--- config.mk ---
export PLATFORM = sky130hd
export DESIGN_NAME = imm_encoder
export DESIGN_NICKNAME = d
export VERILOG_FILES = /design/src/rtl/imm_encoder.sv
export SDC_FILE = /design/constraint.sdc
export NUM_CORES = 1
export LEC_CHECK = 0
export BUFFER_PORTS_ARGS = -buffer_cell sky130_fd_sc_hd__clkbuf_2
export CORE_MARGIN = 5
export CORE_UTILIZATION = 58
export DETAILED_ROUTE_END_ITERATION = 8
export PLACE_DENSITY = 0.86
export SYNTH_ARGS = -nofsm -noshare
export SYNTH_HDL_FRONTEND = slang
export SYNTH_SLANG_ARGS = --single-unit
--- constraint.sdc ---
create_clock -name clk -period 3.3 [get_ports clk]
set_input_delay 0.66 -clock clk [delete_from_list [all_inputs] [get_ports clk]]
set_output_delay 0.66 -clock clk [all_outputs]
set_load 0.01 [all_outputs]
--- src/rtl/imm_encoder.sv ---
// Immediate packer: turns a 32-bit value plus CUOp into the 20-bit imm field the
// sign extender expands back, flagging unrepresentable values; optional LUI+ADDI split.
module imm_encoder #(
  parameter int CNT_W = 8
) (
  input  logic             clk,
  input  logic             nRst,
  input  logic             in_valid,
  output logic             in_ready,
  input  logic [5:0]       in_cuop,
  input  logic [31:0]      in_imm,
  input  logic             in_split,
  output logic             out_valid,
  input  logic             out_ready,
  output logic [5:0]       out_cuop,
  output logic [19:0]      out_field,
  output logic             out_err,
  output logic             out_last,
  output logic [CNT_W-1:0] err_count
);

  localparam logic [5:0] CU_LUI   = 6'd0;
  localparam logic [5:0] CU_AUIPC = 6'd1;
  localparam logic [5:0] CU_JAL   = 6'd2;
  localparam logic [5:0] CU_ADDI  = 6'd18;
  localparam logic [5:0] CU_ERROR = 6'd38;

  typedef enum logic [1:0] {S_EMPTY, S_ONE, S_FIRST, S_SECOND} state_t;

  state_t           state_q;
  logic             out_valid_q;
  logic [5:0]       out_cuop_q;
  logic [19:0]      out_field_q;
  logic             out_err_q;
  logic             out_last_q;
  logic [11:0]      lo_q;
  logic [CNT_W-1:0] err_count_q;

  logic        fit12_s;
  logic        fit20_s;
  logic        lo_zero_s;
  logic        split_s;
  logic        legal_s;
  logic        two_beat_d;
  logic [5:0]  beat_cuop_d;
  logic [19:0] beat_field_d;
  logic        accept_s;
  logic        fire_out_s;

  // Packs the incoming request into its first (or only) output beat.
  always_comb begin
    fit12_s      = (in_imm[31:11] == {21{in_imm[31]}});
    fit20_s      = (in_imm[31:19] == {13{in_imm[31]}});
    lo_zero_s    = (in_imm[11:0] == 12'h000);
    split_s      = in_split && (in_cuop == CU_ADDI) && !fit12_s;
    two_beat_d   = split_s && !lo_zero_s;
    beat_cuop_d  = in_cuop;
    beat_field_d = 20'h00000;
    legal_s      = 1'b0;
    if (split_s) begin
      // LUI half is pre-rounded so the sign-extended ADDI low half lands exactly.
      beat_cuop_d  = CU_LUI;
      legal_s      = 1'b1;
      beat_field_d = in_imm[31:12] + {19'h00000, in_imm[11] & !lo_zero_s};
    end else begin
      case (in_cuop)
        CU_LUI, CU_AUIPC: begin
          legal_s      = lo_zero_s;
          beat_field_d = in_imm[31:12];
        end
        CU_JAL: begin
          legal_s      = fit20_s;
          beat_field_d = {in_imm[19], in_imm[7:0], in_imm[8], in_imm[18:9]};
        end
        6'd4, 6'd5, 6'd6, 6'd7, 6'd8, 6'd9: begin
          legal_s      = fit12_s;
          beat_field_d = {8'h00, in_imm[11], in_imm[0], in_imm[10:5], in_imm[4:1]};
        end
        CU_ERROR: begin
          legal_s      = 1'b0;
          beat_field_d = 20'h00000;
        end
        default: begin
          legal_s      = fit12_s;
          beat_field_d = {8'h00, in_imm[11:0]};
        end
      endcase
      if (!legal_s) begin
        beat_field_d = 20'h00000;
      end else begin
        beat_field_d = beat_field_d;
      end
    end
  end

  assign in_ready   = (state_q == S_EMPTY) ||
                      (((state_q == S_ONE) || (state_q == S_SECOND)) && out_ready);
  assign accept_s   = in_valid && in_ready;
  assign fire_out_s = out_valid_q && out_ready;

  // Beat sequencing, output register and saturating error counter.
  always_ff @(posedge clk or negedge nRst) begin
    if (!nRst) begin
      state_q     <= S_EMPTY;
      out_valid_q <= 1'b0;
      out_cuop_q  <= 6'd0;
      out_field_q <= 20'h00000;
      out_err_q   <= 1'b0;
      out_last_q  <= 1'b0;
      lo_q        <= 12'h000;
      err_count_q <= {CNT_W{1'b0}};
    end else begin
      if (fire_out_s && out_err_q && (err_count_q != {CNT_W{1'b1}})) begin
        err_count_q <= err_count_q + {{(CNT_W-1){1'b0}}, 1'b1};
      end
      if (accept_s) begin
        state_q     <= two_beat_d ? S_FIRST : S_ONE;
        out_valid_q <= 1'b1;
        out_cuop_q  <= beat_cuop_d;
        out_field_q <= beat_field_d;
        out_err_q   <= !legal_s;
        out_last_q  <= !two_beat_d;
        lo_q        <= in_imm[11:0];
      end else if (fire_out_s) begin
        if (state_q == S_FIRST) begin
          state_q     <= S_SECOND;
          out_cuop_q  <= CU_ADDI;
          out_field_q <= {8'h00, lo_q};
          out_err_q   <= 1'b0;
          out_last_q  <= 1'b1;
        end else begin
          state_q     <= S_EMPTY;
          out_valid_q <= 1'b0;
        end
      end
    end
  end

  assign out_valid = out_valid_q;
  assign out_cuop  = out_cuop_q;
  assign out_field = out_field_q;
  assign out_err   = out_err_q;
  assign out_last  = out_last_q;
  assign err_count = err_count_q;

endmodule

## After elaboration in Yosys (flattened, before gate mapping)

Index checks and enable logic that the tools add are counted.

| word-level totals | value |
|---|---|
| bits in registers | 51 |
| bits of input ports | 43 |
| word-level logic and storage cells | 77 |

| cells by class | value |
|---|---|
| add/sub/neg operators | 2 |
| eq/ne operators | 17 |
| multiplexer cells | 26 |
| bitwise logic cells | 1 |
| reduce and logical (&&, ||, !) cells | 23 |

Operators with widths:

| kind | count |
|---|---|
| 20-bit 2-to-1 mux | 5 |
| 20-bit one-hot mux with 4 select lines | 1 |
| 6-bit by 3-bit equality test with 1-bit output (second input constant) | 4 |
| 6-bit 2-to-1 mux | 4 |
| 20-bit by 1-bit adder with 20-bit output | 1 |
| 20-bit equality test | 1 |
| 12-bit equality test | 1 |
| 6-bit by 4-bit equality test with 1-bit output (second input constant) | 2 |
| 12-bit logical NOT | 1 |
| 1-bit 2-to-1 mux | 11 |
| 8-bit by 1-bit adder with 8-bit output (second input constant) | 1 |
| 1-bit logical AND | 8 |
| 2-bit 2-to-1 mux | 4 |
| 8-bit inequality test (second input constant) | 1 |
| 6-bit by 1-bit equality test with 1-bit output (second input constant) | 1 |
| 6-bit by 2-bit equality test with 1-bit output (second input constant) | 1 |
| 6-bit by 5-bit equality test with 1-bit output (second input constant) | 1 |
| 6-bit equality test (second input constant) | 1 |
| 6-bit logical NOT | 1 |
| 6-bit OR reduction | 1 |
| 2-bit equality test (second input constant) | 2 |
| 1-bit logical NOT | 4 |
| 2-bit AND reduction | 2 |
| 2-bit nonzero test | 2 |
| 7 further kinds | 8 |

## Longest topological paths before layout

Gate-level depths: netlist of the first run.

| logic depth | value |
|---|---|
| depth after elaboration | 7 |
| mapped depth | 9 |
| depth with buffers taken out | 8 |

## Worst setup path after synthesis of the first run

No wires, ideal clock.

| timing | value |
|---|---|
| kind | input to register |
| start point | input port in_imm[20] |
| end point | register out_field_q[10], in the netlist out_field[10] |
| library setup time | 0.086 ns |
| arrival | 2.108 ns |
| required time | 3.214 ns |
| path slack | 1.106 ns |
| stages | 9 |
| cells stage by stage | buf_2 nand4_2 or2_4 o31ai_4 and3_1 buf_4 o21ai_4 buf_6 o221ai_2 |

| between the ends | value |
|---|---|
| word-level cells in the longest chain between the ends | 6 |
| elaborated cells between the ends (all ways) | 10 |
| those cells by class | add/sub: 1; eq/ne: 2; mux: 5; reduce/logical: 2 |

Ends and longest elaborated chain:

| what | RTL line | text |
|---|---|---|
| start, declared | 11 | `input logic [31:0] in_imm,` |
| branches (longest 4 deep; another with 20-bit by 1-bit adder with 20-bit output) | -- |  |
| 20-bit 2-to-1 mux (*) | 60 | `if (split_s) begin` |
| 20-bit 2-to-1 mux (*) | 116 | `if (accept_s) begin` |
| end signal, assigned | 120 | `out_field_q <= beat_field_d;` |
| end signal, assigned | 128 | `out_field_q <= {8'h00, lo_q};` |
| end, declared | 33 | `logic [19:0] out_field_q;` |

Mark *: on every way between the ends. The select of a mux whose other input is x is not followed.
A chain may end at the register's enable or synchronous reset.

## Final worst setup path of the first run

| timing | value |
|---|---|
| start point | input port in_cuop[3] |
| end point | register out_field_q[0], in the netlist out_field[0] |

| between the ends | value |
|---|---|
| word-level cells in the longest chain between the ends | 7 |
| elaborated cells between the ends (all ways) | 21 |
| those cells by class | eq/ne: 10; mux: 6; reduce/logical: 5 |

Ends and longest elaborated chain:

| what | RTL line | text |
|---|---|---|
| start, declared | 10 | `input logic [5:0] in_cuop,` |
| 6-bit by 1-bit equality test with 1-bit output or 6-bit logical NOT (tied branches) | 66 | `case (in_cuop)` |
| 2-bit OR reduction | 66 |  |
| 1-bit one-hot mux with 3 select lines | 66 |  |
| 1-bit 2-to-1 mux | 60 |  |
| 20-bit 2-to-1 mux | 88 | `if (!legal_s) begin` |
| 20-bit 2-to-1 mux (*) | 60 |  |
| 20-bit 2-to-1 mux (*) | 116 |  |

Every way passes the cells marked *; elsewhere a longest branch is shown, timed or not. The select of a mux whose other input is x is not followed.

==> run_results.csv, run 1 <==
group,metric,value,unit
cts,h-tree-depth,2,
placement,globalplace.congestion,0.9843,
power_and_ir_drop,ir_worst_vdd,0.3072,mV
layout,final_common_cell,"nand2_1",
route,drt-wirelength-per-cell,17.53,um
die,fp-row-count,27,
cts,cts_num_sinks,51,
layout,diodes,0,
global_routing,grt_pass1_vias,3085,
timing,rsz0062_at_grt,"no",
route,drcViolationCount,0,
timing,worst_slew_pin_slew,1292,ps
cts,clockRootBuffer,"clkbuf_8",
yosys,synth_fp_nets,427,
layout,fin_util,69.64,%
route,routed_wl,9.116,mm
setup_path,path_class,"in2reg",
flow_run,cap_violations,0,
cts,tritoncts,"yes",
cts,cts_buffers,5,
global_routing,antenna_found_initial,0,
placement,hpwl,6.889,mm
cts,cts_resized,0,
yosys,synth_seq_area_share,39.08,%
yosys,synth_warnings,0,
cts,post_cts_buffers,0,
setup_path,arrival,2660,ps
global_routing,met3_usage,4.563,%
route,antenna_left,0,
setup_path,cp_data_required_time,3530,ps
global_routing,grt_use_met1,34.75,%
setup_path,startpoint_type,"input pin",
global_routing,top_usage_layer,"met2",
timing,fin_skew,8.838,ps
power_and_ir_drop,powerDensity,482.8,nW/um^2
yosys,syn_inst,381,
yosys,ys_ff_latch,51,
power_and_ir_drop,leakagePower,1.782,nW
route,num_vias,3256,
timing,max_freq,412.4,MHz
timing,hold_violations,0,
route,drtIter0Drc,358,
run_status,status,"finished, final reports clean",
global_routing,grt_max_degree,26,
layout,final_nets,493,
setup_path,critPathMaxFanout,11,
global_routing,grt_pass1_wl,15.19,mm
die,start_util,59.67,%
global_routing,groute.layer.met2.usage,42.09,%
layout,layout_common_cells,"108 x nand2_1, 80 x clkbuf_2, 51 x dfrtp_1",
layout,syn2layout_area_growth,16.71,%
timing,slew_violations,0,
yosys,syn_area,3266,sq um
die,coreArea,5473,sq um
placement,port_buffers,80,
timing,period_share,73.48,%
cts,clk_pin_slew,100,ps
timing,min_period,2425,ps
timing,max_slew_margin,13.19,%
setup_path,critPathCaptureType,"flop",
die,die_y,85.04,um
die,io-pin-count,81,
cts,cts_buffer_depth,2,
route,avgViaCountPerCell,6.262,
yosys,syn_area_per_cell,8.571,sq um
hold_path,hp-class,"in2async",
timing,setup_tns,0,ps
global_routing,grt_use_total,25.64,%
global_routing,grt-ovfl-total,0,
timing,setup_viol,0,
yosys,ys_types,49,
die,fp.dieArea,7231,sq um
layout,drive_gt1_share,25.89,%
route,drt_pass1_iterations,5,
cts,clk_latency,310,ps
cts,hold_buffers,0,
die,die-width,85.04,um
[worst max-delay path: stages]
cell,delay [ps]
clkbuf_2,180
nor3b_1,210
a21oi_1,60
nor3_1,980
a222oi_1,220
o2bb2ai_1,200
a32oi_1,150
[synth_stat cells (all sizes together)]
cell type,instances,share of area [%]
nand2,109,13
dfrtp,51,39
clkbuf,20,2.3
nand3,18,2.8
o221ai,16,6.2
o21ai,15,2.6
xnor2,14,3.8
a22o,13,3.5
xor2,11,3.0
a221oi,10,2.7
nand4,10,2.1
a21oi,9,1.4
nor2,9,1.0
buf,8,1.6
nor3,8,1.2
nor4,8,1.5
a22oi,7,1.6
inv,7,0.80
and3,5,0.96
ha,3,1.1
mux2i,3,0.92
o31ai,3,1.1
a21boi,2,0.46
a222oi,2,0.61
a32oi,2,0.54
nand2b,2,0.38
o21bai,2,0.46
or2,2,0.46
a2111oi,1,0.46
a211oi,1,0.23
a31oi,1,0.19
and2,1,0.19
mux2,1,0.34
nor2b,1,0.19
nor3b,1,0.23
o211ai,1,0.23
o2bb2ai,1,0.27
o41ai,1,0.27
or3,1,0.19
or4b,1,0.31
[final timing paths]
kind | start | end | slack (ps) | depth (start not counted)
worst max-delay path | in_cuop[3] | out_field[0] | 880 | 7
worst min-delay path | nRst | err_count[4] | 340 | 1
worst max register to register | state_q[0] | out_field[2] | 1330 | 4
worst min register to register | lo_q[7] | lo_q[7] | 490 | 2
max in group asynchronous | nRst | out_field[10] | 2310 | 2
min in group clk | lo_q[7] | lo_q[7] | 490 | 2
[per-stage QoR]
| stage | hold slack, ps | area (sq um) | cells | setup slack (ps) | power [W] |
|---|---|---|---|---|---|
| floorplan | 364.4 | 3266 | 381 | 1106 | 0.001150 |
| CTS | 356.0 | 3811 | 520 | 955.8 | 0.001844 |
| finish | 336.8 | 3811 | 520 | 875.1 | 0.001840 |
| global placement | 458.2 | 3690 | 512 | 703.2 | 0.001354 |
| detailed placement | 465.0 | 3690 | 512 | 628.4 | 0.001385 |
| global route | 400.6 | 3811 | 520 | 757.5 | 0.001947 |
[per-layer routing]
metal	up-vias	routed length, um
met4	0	182
li1	1515	-
met5	-	0
met1	1530	3819
met3	22	873
met2	189	4240
[power by group]
group / switching, W / leakage [nW] / internal (W)
Sequential: 0.000106 / 0.652 / 0.000752
Combinational: 0.000317 / 1.07 / 0.000202
Clock: 0.000213 / 0.0618 / 0.000250
Total: 0.000636 / 1.78 / 0.00120
[flip-flops by register name (all words and copies together), names as in the netlist]
register and count:
err_count 8, lo_q 12, out_cuop 6, out_err 1, out_field 20, out_last 1, out_valid 1, state_q 2
[logic make-up (layout without fill, tap and decap cells)]
group	Yosys count	in the layout	synth area share (%)
AO/OA/AOI/OAI	87	87	22.87
adder cells (fa/ha/maj)	3	3	1.150
XOR/XNOR	25	25	6.705
AND/OR/NAND/NOR	176	176	24.18
buffers and inverters	35	102	4.751
flip-flops	51	51	39.08
multiplexers	4	4	1.264
[layout make-up]
cell class	instances	area [sq um]
multi-input combinational	295	1844
sequential	51	1276
fill	462	1662
clock inverter	2	38.79
tap	72	90.09
clock buffer	6	82.58
timing repair buffer	87	452.9
inverter	7	26.28
No activity file was read; power rests on OpenSTA's default activity.
==> run 2: changes to the inputs <==
CORE_UTILIZATION = 49   (was 58)
PLACE_DENSITY = 0.77   (was 0.86)
clock period = 2 ns   (was 3.3 ns; I/O delays follow)
==> run 2 against run 1 <==
  * Clock skew grew 0.88 ps
  * Critical endpoint is now out_field[11]
  * Hold slack got worse by 160 ps
  * First-iteration DRC count down 14%
  * Clock power increased by 38%
  * Die area increased by 16%
  * Critical path type unchanged
  * Via count is 6.8% higher
  * Core utilization is 2.1 points lower
  * Final cell count rose by 14%
  * Non-clock buffer count is 68 higher
  * Global-route usage shrank 0.74 points
  * Critical path depth grew 1
  * Combinational power grew 84%
==> run_results.csv, run 2 (synthesized netlist as in run 1, its figures left out) <==
group,metric,value,unit
layout,finalNonFillerCells,593,
route,drt-wirelength-per-cell,17.26,um
setup_path,startpoint,"in_cuop[2]",
cts,cts_resized,0,
power_and_ir_drop,total_power,0.002998,W
power_and_ir_drop,powerDensity,690.8,nW/um^2
route,drcViolationCount,0,
layout,final_common_cell,"nand2_1",
cts,post_cts_buffers,0,
layout,drive_gt1_share,35.66,%
cts,cts_buffer_depth,2,
hold_path,hp-class,"in2async",
flow_run,cap_violations,0,
route,drtIter0Drc,308,
timing,fin_skew,9.720,ps
route,antenna_left,0,
die,io-pin-count,81,
die,fp-row-count,29,
global_routing,grt_pass1_vias,3549,
timing,max_freq,531.7,MHz
setup_path,critPathCaptureType,"flop",
cts,hold_buffers,0,
layout,syn2layout_area_growth,32.91,%
layout,final_nets,561,
die,die_y,91.64,um
die,coreArea,6422,sq um
layout,diodes,0,
global_routing,grt_max_degree,52,
setup_path,path_class,"in2reg",
placement,hpwl,7.827,mm
setup_path,arrival,2110,ps
die,fp.dieArea,8397,sq um
timing,min_period,1881,ps
timing,setup_tns,0,ps
setup_path,reg2reg_setup_slack,250,ps
global_routing,antenna_found_initial,0,
power_and_ir_drop,ir_worst_vdd,0.3350,mV
timing,rsz0062_at_grt,"no",
run_status,status,"finished, final reports clean",
layout,layout_common_cells,"108 x nand2_1, 80 x clkbuf_2, 72 x buf_4",
cts,h-tree-depth,2,
global_routing,grt-ovfl-total,0,
timing,holdWs,180.0,ps
timing,worst_slew_pin_slew,657.4,ps
route,num_vias,3478,
setup_path,cp_data_required_time,2230,ps
cts,cts_buffers,5,
setup_path,critPathMaxFanout,17,
layout,fill_cells,544,
timing,slew_violations,0,
placement,dp.cells,585,
timing,max_slew_margin,56.18,%
layout,largest_register_ffs,20,
die,start_util,50.85,%
global_routing,grt_pass1_wl,17.17,mm
cts,clockRootBuffer,"clkbuf_8",
placement,globalplace.congestion,0.9402,
setup_path,startpoint_type,"input pin",
setup_path,rr_worst_depth,5,
setup_path,r2r-end,"err_count[1]",
cts,cts_num_sinks,51,
global_routing,grt_use_total,24.90,%
route,avgViaCountPerCell,5.865,
cts,clk_latency,310,ps
setup_path,reg2reg_from,"err_count[3]",
die,die-width,91.64,um
timing,hold_violations,0,
timing,setup_viol,0,
timing,period_share,94.04,%
setup_path,setup.worst_path.end,"out_field[11]",
route,drt_pass1_iterations,5,
route,routed_wl,10.24,mm
cts,tritoncts,"yes",
cts,clk_pin_slew,110,ps
power_and_ir_drop,leakagePower,2.112,nW
placement,port_buffers,80,
-- run 2: worst min path at each step --
stage,startpoint,cells after the start,to
finish,nRst,2,err_count[4]
global route,nRst,2,err_count[5]
CTS,nRst,2,err_count[4]
detailed placement,lo_q[9],2,lo_q[9]
global placement,lo_q[2],2,lo_q[2]
floorplan,nRst,0,err_count[0]
-- run 2: cell type report --
class / count / area [sq um] / share of cell area, %
clock buffers: 5 / 68.82 / 1.585
multi-input cells: 295 / 1844 / 42.49
clock inverters: 3 / 27.53 / 0.6342
repair buffers: 155 / 1001 / 23.06
flip-flops and latches: 51 / 1276 / 29.40
inverters: 7 / 26.28 / 0.6054
well taps: 77 / 96.34 / 2.220
-- run 2: layer usage --
metal,part of all wire (%),global-route usage [%],up-vias
met3,7.1,3.846,23
met1,45,34.96,1659
li1,-,-,1651
met5,0,0,-
met2,46,39.99,145
met4,1.8,7.035,0
-- run 2: critical path: stages --
cell and delay [ps]:
clkbuf_2 100, or4b_1 560, buf_4 170, nor3_2 150, buf_4 260, a222oi_1 140
o21bai_1 180, a32oi_1 150
-- run 2: power by group --
part	switching (W)	internal (W)	leakage (nW)
Combinational	0.000541	0.000414	1.41
Sequential	0.000166	0.00124	0.652
Clock	0.000379	0.000258	0.0463
-- run 2: metrics by stage --
| stage | instance area, sq um | setup slack (ps) | utilization (%) |
|---|---|---|---|
| after floorplan | 3266 | 66.31 | - |
| after global placement | 4244 | -99.66 | 66.08 |
| after detailed placement | 4244 | -180.6 | 66.08 |
| after CTS | 4340 | 136.7 | 67.58 |
| after global routing | 4340 | 16.02 | 67.58 |
| final | 4340 | 119.1 | 67.58 |
==> run 3: changes to the inputs <==
CORE_UTILIZATION = 40   (was 49)
PLACE_DENSITY = 0.65   (was 0.77)
==> run 3 against run 2 <==
  * Sequential power about the same
  * Hold slack got worse by 160 ps
  * Highest routed layer unchanged
  * Routed wire length increased by 2.0%
  * First-iteration DRC count increased by 12%
  * Largest cell class unchanged
  * Global-route usage decreased by 3.7 points
  * Setup slack improved by 79 ps
==> run_results.csv, run 3 (synthesized netlist as in run 1, its figures left out) <==
group,metric,value,unit
power_and_ir_drop,ir_worst_vdd,0.3193,mV
global_routing,grt_pass1_vias,3391,
setup_path,setup.worst_path.end,"out_field[7]",
route,drt_pass1_iterations,5,
die,io-pin-count,81,
die,fp.dieArea,10070,sq um
timing,rsz0062_at_grt,"no",
global_routing,grt_max_degree,36,
power_and_ir_drop,total_power,0.003002,W
global_routing,grt_use_total,21.17,%
cts,hold_buffers,0,
layout,fin_area,4393,sq um
route,drcViolationCount,0,
power_and_ir_drop,clkPwrFrac,20.9,%
cts,post_cts_buffers,0,
timing,slew_violations,0,
global_routing,antenna_found_initial,0,
cts,clk_pin_slew,100,ps
layout,largest_register_ffs,20,
timing,fin_skew,8.802,ps
route,num_vias,3486,
timing,holdWs,16.37,ps
setup_path,critPathCaptureType,"flop",
layout,diodes,0,
placement,port_buffers,80,
setup_path,crit_buf_inv,3,
power_and_ir_drop,p_int,0.001916,W
power_and_ir_drop,powerDensity,683.3,nW/um^2
setup_path,cpPeakStageDelay,570,ps
setup_path,startpoint,"in_cuop[2]",
layout,ff_latch_area,1276,sq um
cts,cts_buffer_depth,2,
setup_path,critPathMaxFanout,8,
layout,final_nets,562,
layout,layout_common_cells,"108 x nand2_1, 80 x clkbuf_2, 72 x buf_4",
placement,globalplace.congestion,0.9970,
setup_path,r2r-end,"err_count[5]",
power_and_ir_drop,power_frac_seq,47.0,%
global_routing,grt-ovfl-total,0,
layout,final_common_cell,"nand2_1",
setup_path,reg2reg_from,"err_count[3]",
die,fp-row-count,33,
route,drt-wirelength-per-cell,16.78,um
cts,clk_latency,320,ps
cts,cts_buffers,5,
timing,max_freq,554.8,MHz
setup_path,cp.depth,7,
timing,min_period,1802,ps
cts,cts_num_sinks,51,
layout,syn2layout_area_growth,34.52,%
route,routed_wl,10.44,mm
setup_path,cp_data_required_time,2230,ps
cts,h-tree-depth,2,
timing,worst_slew_pin_slew,939.7,ps
power_and_ir_drop,leakagePower,2.118,nW
cts,cts_resized,0,
cts,clockRootBuffer,"clkbuf_8",
cts,tritoncts,"yes",
timing,setup_viol,0,
die,start_util,40.35,%
timing,setup_tns,0,ps
layout,drive_gt1_share,35.78,%
setup_path,critPathTopFamily,"simple AND/OR/NAND/NOR gates",
power_and_ir_drop,swShare,36.16,%
route,avgViaCountPerCell,5.605,
layout,fill_cells,792,
timing,hold_violations,0,
hold_path,hp-class,"in2async",
setup_path,reg2reg_setup_slack,220,ps
layout,multi_input_area,1844,sq um
setup_path,path_class,"in2reg",
setup_path,arrival,2030,ps
placement,placed_cell_area,4299,sq um
setup_path,slowest_stage,"or4b_1",
setup_path,cp_cell_sequence,"clkbuf_2, or4b_1, a2111oi_2, buf_4, nand2_2, buf_12, o221ai_2",
die,die-width,100.4,um
timing,max_slew_margin,36.87,%
die,die_y,100.4,um
route,antenna_left,0,
run_status,status,"finished, final reports clean",
route,drtIter0Drc,345,
setup_path,rr_worst_depth,6,
placement,dp.cells,614,
setup_path,startpoint_type,"input pin",
global_routing,grt_pass1_wl,17.02,mm
power_and_ir_drop,switching_power,0.001085,W
power_and_ir_drop,p_comb_share,32.1,%
die,coreArea,8093,sq um
timing,period_share,90.12,%
layout,finalNonFillerCells,622,
flow_run,cap_violations,0,
placement,hpwl,8.214,mm
==> run 3: worst register-to-register path: cells and delay by family (launching register included) <==
kind / cells / cell delay (ps)
AND/OR/NAND/NOR: 4 / 760
flip-flops: 1 / 430
AO/OA/AOI/OAI: 1 / 370
XOR/XNOR: 1 / 120
==> run 3: worst min path at each step <==
stage,startpoint,to,cells after the start
after CTS,nRst,lo_q[7],1
after detailed placement,nRst,lo_q[5],1
after floorplan,nRst,err_count[0],0
final,nRst,out_field[19],1
after global placement,nRst,lo_q[5],1
after global routing,nRst,out_field[9],1
==> run 3: stage by stage <==
stage / setup slack, ps / util [%]
6_report: 197.7 / 54.28
5_1_grt: 117.0 / 54.28
4_1_cts: 208.0 / 54.28
3_5_place_dp: -119.3 / 53.12
3_3_place_gp: -103.1 / 53.12
2_1_floorplan: 66.31 / -
==> run 3: power by group through the flow <==
stage                     logic, W  clock network (W)  registers, W
final                     0.000964           0.000626       0.00141
after global routing       0.00107           0.000676       0.00145
after CTS                 0.000973           0.000641       0.00141
after detailed placement  0.000972                  0       0.00143
after global placement    0.000949                  0       0.00142
after floorplan           0.000444                  0       0.00145
==> run 3: final cells by class <==
class	instances	area share [%]
Timing Repair Buffer	156	23.24
Inverter	7	0.5981
Clock buffer	5	1.567
Clock inverter	3	0.5696
Sequential cell	51	29.05
Multi-Input combinational cell	295	41.98
Tap cell	105	2.991
==> run 3: metal layers <==
metal / up-vias / global-route usage, % / share of wire, %
li1: 1649 / - / -
met1: 1660 / 28.07 / 44
met2: 145 / 33.89 / 47
met3: 32 / 4.517 / 6.4
met4: 0 / 7.979 / 3.0
met5: - / 0 / 0
